### src/rtl/issue_ctrl.sv
// Issue stage: one-entry output slot between decode and execute,
// with a per-GPR busy scoreboard that interlocks RAW/WAW hazards.
module issue_ctrl #(
    parameter int NREG      = 32,
    parameter int RS_W      = 5,
    parameter int PAYLOAD_W = 128,
    parameter int CNT_W     = 16
) (
    input  logic                 clk,
    input  logic                 rst_n,
    input  logic                 d_valid_i,
    output logic                 d_ready_o,
    input  logic [RS_W-1:0]      rs1_i,
    input  logic [RS_W-1:0]      rs2_i,
    input  logic                 use_rs1_i,
    input  logic                 use_rs2_i,
    input  logic [RS_W-1:0]      rd_i,
    input  logic                 wenReg_i,
    input  logic [PAYLOAD_W-1:0] payload_i,
    output logic                 e_valid_o,
    input  logic                 e_ready_i,
    output logic [RS_W-1:0]      rd_o,
    output logic                 wenReg_o,
    output logic [PAYLOAD_W-1:0] payload_o,
    input  logic                 wb_valid_i,
    input  logic [RS_W-1:0]      wb_rd_i,
    input  logic                 flush_i,
    output logic [NREG-1:0]      busy_o,
    output logic [CNT_W-1:0]     stall_cnt_o
);

    typedef enum logic {EMPTY, FULL} state_t;

    state_t          state;
    logic [NREG-1:0] busy_q;
    logic [NREG-1:0] busy_n;
    logic            hazard;
    logic            accept;

    // Registered busy only: a writeback frees its register the next cycle.
    assign hazard = (use_rs1_i && rs1_i != '0 && busy_q[rs1_i])
                  | (use_rs2_i && rs2_i != '0 && busy_q[rs2_i])
                  | (wenReg_i  && rd_i  != '0 && busy_q[rd_i]);

    assign d_ready_o = d_valid_i && !hazard && !flush_i
                    && (!e_valid_o || e_ready_i);
    assign accept    = d_ready_o;
    assign busy_o    = busy_q;

    // Clears first, then the set, so a new producer beats a same-index writeback.
    always_comb begin
        busy_n = busy_q;
        if (flush_i && state == FULL && wenReg_o && rd_o != '0)
            busy_n[rd_o] = 1'b0;
        if (wb_valid_i && wb_rd_i != '0)
            busy_n[wb_rd_i] = 1'b0;
        if (accept && wenReg_i && rd_i != '0)
            busy_n[rd_i] = 1'b1;
        busy_n[0] = 1'b0;
    end

    always_ff @(posedge clk or negedge rst_n) begin
        if (!rst_n) begin
            state     <= EMPTY;
            e_valid_o <= 1'b0;
            rd_o      <= '0;
            wenReg_o  <= 1'b0;
            payload_o <= '0;
        end else begin
            unique case (state)
                EMPTY: begin
                    if (accept) begin
                        state     <= FULL;
                        e_valid_o <= 1'b1;
                    end
                end
                FULL: begin
                    if (flush_i) begin
                        state     <= EMPTY;
                        e_valid_o <= 1'b0;
                    end else if (e_ready_i && !accept) begin
                        state     <= EMPTY;
                        e_valid_o <= 1'b0;
                    end
                end
                default: begin
                    state     <= EMPTY;
                    e_valid_o <= 1'b0;
                end
            endcase
            if (accept) begin
                rd_o      <= rd_i;
                wenReg_o  <= wenReg_i;
                payload_o <= payload_i;
            end
        end
    end

    always_ff @(posedge clk or negedge rst_n) begin
        if (!rst_n)
            busy_q <= '0;
        else
            busy_q <= busy_n;
    end

    always_ff @(posedge clk or negedge rst_n) begin
        if (!rst_n)
            stall_cnt_o <= '0;
        else if (d_valid_i && hazard && !flush_i && stall_cnt_o != '1)
            stall_cnt_o <= stall_cnt_o + CNT_W'(1);
    end

endmodule

### config.mk
export PLATFORM = sky130hd
export DESIGN_NAME = issue_ctrl
export DESIGN_NICKNAME = d
export VERILOG_FILES = /design/src/rtl/issue_ctrl.sv
export SDC_FILE = /design/constraint.sdc
export NUM_CORES = 1
export LEC_CHECK = 0
export ABC_AREA = 1
export BUFFER_PORTS_ARGS = -buffer_cell sky130_fd_sc_hd__buf_2
export CAP_MARGIN = 20
export CORE_ASPECT_RATIO = 1.4
export CORE_MARGIN = 5
export CORE_UTILIZATION = 45
export CTS_CLUSTER_SIZE = 28
export DETAILED_ROUTE_END_ITERATION = 8
export PLACE_DENSITY = 0.77
export SYNTH_ARGS = -nofsm -noshare
export SYNTH_HDL_FRONTEND = slang
export SYNTH_SLANG_ARGS = --single-unit
### constraint.sdc
create_clock -name clk -period 4.21 [get_ports clk]
set_clock_uncertainty 0.05 [all_clocks]
set_input_delay 0 -clock clk [delete_from_list [all_inputs] [get_ports clk]]
set_output_delay 0 -clock clk [all_outputs]
set_load 0.02 [all_outputs]
==> impl_results.md <==
* Status: completed
* Layout area overhead at 43.1%
* Final Power at 6630 uW
* Leakage power at 0.00689 uW
* Die width at 128 um
* Routed Antenna Nets at 0
* Largest net degree at the start of global routing at 111
* Crit path max-delay family: buffers and inverters
* Startpoint Class: flip-flop
* Synthesized area at 8780 um2
* Post-synth EDFFs at 0
* Layout Nets at 1748
* Vias in the first global route at 10172
* Logic pwr share at 0.345
* Worst slew margin at 0.274
* IO Pins at 341
* Clock group share of total power at 0.256
* Wire per inst at 18.8 um
* Top cell type's share of synthesized area at 0.522
* WS Path Type: reg -> out
* RSZ-0062 raised after global routing: no
* Die area at 22400 um2
* # clock sinks at 183
* Prevailing post-synth register cell: dfrtp_1
* Hold WC Path Type: in -> reg
* Pwr Density at 527 nW/um2
* Num rows at 60
* H-tree levels at 4
* Root Buffer: clkbuf_16
* Met1 usage at 0.365
* Ratio of final minimum period to clock period at 0.791
* Post-route cell area at 12600 um2
* CTS buffer count at 17
* CTS-repair resized insts at 0
* GRT Util Overall at 0.308
* Post-CTS Setup Inserts at 0
* Max clock buf depth at 2
* CTS tree: built
* Total Wirelength at 34.8 mm
* Final setup vio count at 0
* Slowest-stage cell, CP: inv_4
* Worst path required time at 4.16 ns
* Cell Int Power at 3910 uW
* CP Buf/Inv Count at 3
* Syn nets at 1292
* Reg power frac at 0.399
* Cells taking the most area after synthesis: dfrtp_1 (52%), nand2_1 (25%), nand3_1 (4.4%), o221ai_1 (3.1%), inv_1 (2.8%)
* Final min period at 3.33 ns
* Max-Cap Viols at 0
* CP Capture Type: output pin
* Core area at 19200 um2
* Max rail drop VDD at 0.000393 V
* DRC errors left at 0
* Max Fclk at 0.300 GHz
* Clk slew on worst S/H paths at 0.08 ns
* Crit path DAT at 3.28 ns
* Layout Utilization at 0.654
* Routed vias at 9904
* Leading area contributor after synthesis: dfrtp_1
* Switch Pwr at 2720 uW
* Via density at 5.35
* Final Max Slew Viols at 0
* Most used routing layer: met2
* Worst Path Max Fanout at 110
* Placed inst area at 10500 um2
* Worst-Margin Slew at 1.09 ns
* Share of layout cells above drive strength 1 at 0.245
* CP max stage delay at 0.77 ns
* Hold Vio Cnt, Final at 0
* Sw frac at 0.410
* I/O Buffers at 339
* Distinct cells, synth at 28
* Final Wtd Congestion at 1.02
* Initial DRC count at 794
* Vert. Die Dim at 175 um
* Met2 usage at 0.509
* 1st-pass router iterations at 6
* Grt met3 use at 0.0691
* Initial core utilization at 0.457
* Synthesis-stage register bit count at 183
* Number of synthesis warnings at 0
* Sequential cell area fraction in the yosys report at 0.522
* Gr ovfl total at 0
* Global-route wire length before repair at 54.4 mm
* Cells after Synth at 1134
* Crit-path most repeated cell: nand2_1
* Syn_area_per_cell at 7.74 um2
* Total negative setup slack at 0 ns
* Placed wire-length estimate at 23.0 mm
* Worst skew pair latency at 0.43 ns
* Async SR Flop Fraction at 1.00
* Antenna violations before repair at 0
* Cell Chain, Critical Path: nand2_1, o21ai_0, nand2_1, nand2_1, nand2_1, nand2_1, nor2_1, nand2_1, nand2_1, nand4_4, inv_4, buf_4, buf_2
==> cell families after synthesis <==
logic type / count (synthesis) / share of synthesized area
AND/OR/NAND/NOR: 731 / 0.332
flip-flops: 183 / 0.522
buffers and inverters: 121 / 0.0698
AO/OA/AOI/OAI: 86 / 0.0641
XOR/XNOR: 11 / 0.0110
adder cells (fa/ha/maj): 1 / 0.00142
other: 1 / 0.000427
==> registers in the layout, summed over array words and instances, names as in the netlist <==
name / count
busy_o: 31
payload_o: 128
e_valid_o: 1
state: 1
rd_o: 5
stall_cnt_o: 16
wenReg_o: 1
==> cell usage in the layout, fill, tap and decap left out, types with 2 or more instances in the layout <==
master         instances
clkinv_4               4
a21oi_1                7
bufinv_16              2
nand3_1               78
buf_2                338
inv_8                  3
inv_2                  8
clkinv_8               3
o21ai_0               28
buf_4                  4
clkbuf_16             17
dlygate4sd3_1        139
o21ai_1               14
inv_1                 65
xnor2_1                2
nand4_1                3
nor2_1                32
nor3_1                23
dfrtp_1              183
xor2_1                 9
nor2_2                 3
o221ai_1              31
nand2_1              588
o211ai_1               4
==> final timing paths <==
path / from / endpoint / slack [ns] / depth (start not counted)
max: busy_o[23] / d_ready_o / 0.88 / 13
max in group asynchronous: rst_n / payload_o[20] / 2.89 / 3
min in group asynchronous: rst_n / state / 0.22 / 2
max reg2reg: busy_o[22] / e_valid_o / 1.12 / 17
min: rd_i[1] / rd_o[1] / 0.03 / 3
min reg2reg: payload_o[77] / payload_o[77] / 0.43 / 2
==> cells in the mapped netlist, types with 2 or more instances <==
library cell and number:
inv_1 65, o21ai_0 28, nor2_2 3, xnor2_1 2
o221ai_1 31, xor2_1 9, a21oi_1 7, o21ai_1 14
buf_4 16, buf_6 10, nand3_1 78, buf_2 19
clkbuf_1 2, o211ai_1 4, nand4_1 3, inv_2 9
nand2_1 588, nor3_1 23, nor2_1 32, dfrtp_1 183
==> metal layers <==
layer | wire (um) | part of all wire | up-vias
li1 | - | - | 4499
met1 | 12300 | 0.35 | 4579
met2 | 17000 | 0.49 | 653
met3 | 3200 | 0.092 | 173
met4 | 2280 | 0.065 | 0
met5 | 0 | 0 | -
==> tightest hold or removal path, stage by stage <==
cell and delay (ns):
buf_2 0.19, inv_2 0.15, o21ai_0 0.11
==> area by class of cell <==
type | count | area, um2
sequential | 183 | 4580
tap | 248 | 310
fill | 1585 | 6660
antenna | 1 | 2.50
multi-input combinational | 830 | 3600
clock buffer | 17 | 425
clock inverter | 15 | 210
inverter | 74 | 280
timing repair buffer | 484 | 3160
==> per-stage QoR <==
step	setup slack [ns]	hold WS, ns	std cells
after global routing	0.637	0.0473	1851
after CTS	0.922	0.00109	1850
final	0.878	0.0329	1852
after detailed placement	1.14	0.135	1679
after global placement	1.24	0.135	1679
after floorplan	2.34	-0.346	1134
==> timing repair <==
action	4_1_cts	5_1_grt
endpoints found under the hold margin	261	0
hold buffers	139	0
setup endpoints to repair	0	0
==> power by group through the flow <==
stage	registers, uW	clock network [uW]	logic, uW
floorplan	3160	0	675
global placement	2620	0	2080
detailed placement	2610	0	2130
CTS	2600	1730	2230
global route	2690	1800	2460
finish	2640	1700	2290
(Power assumes the default switching activity.)
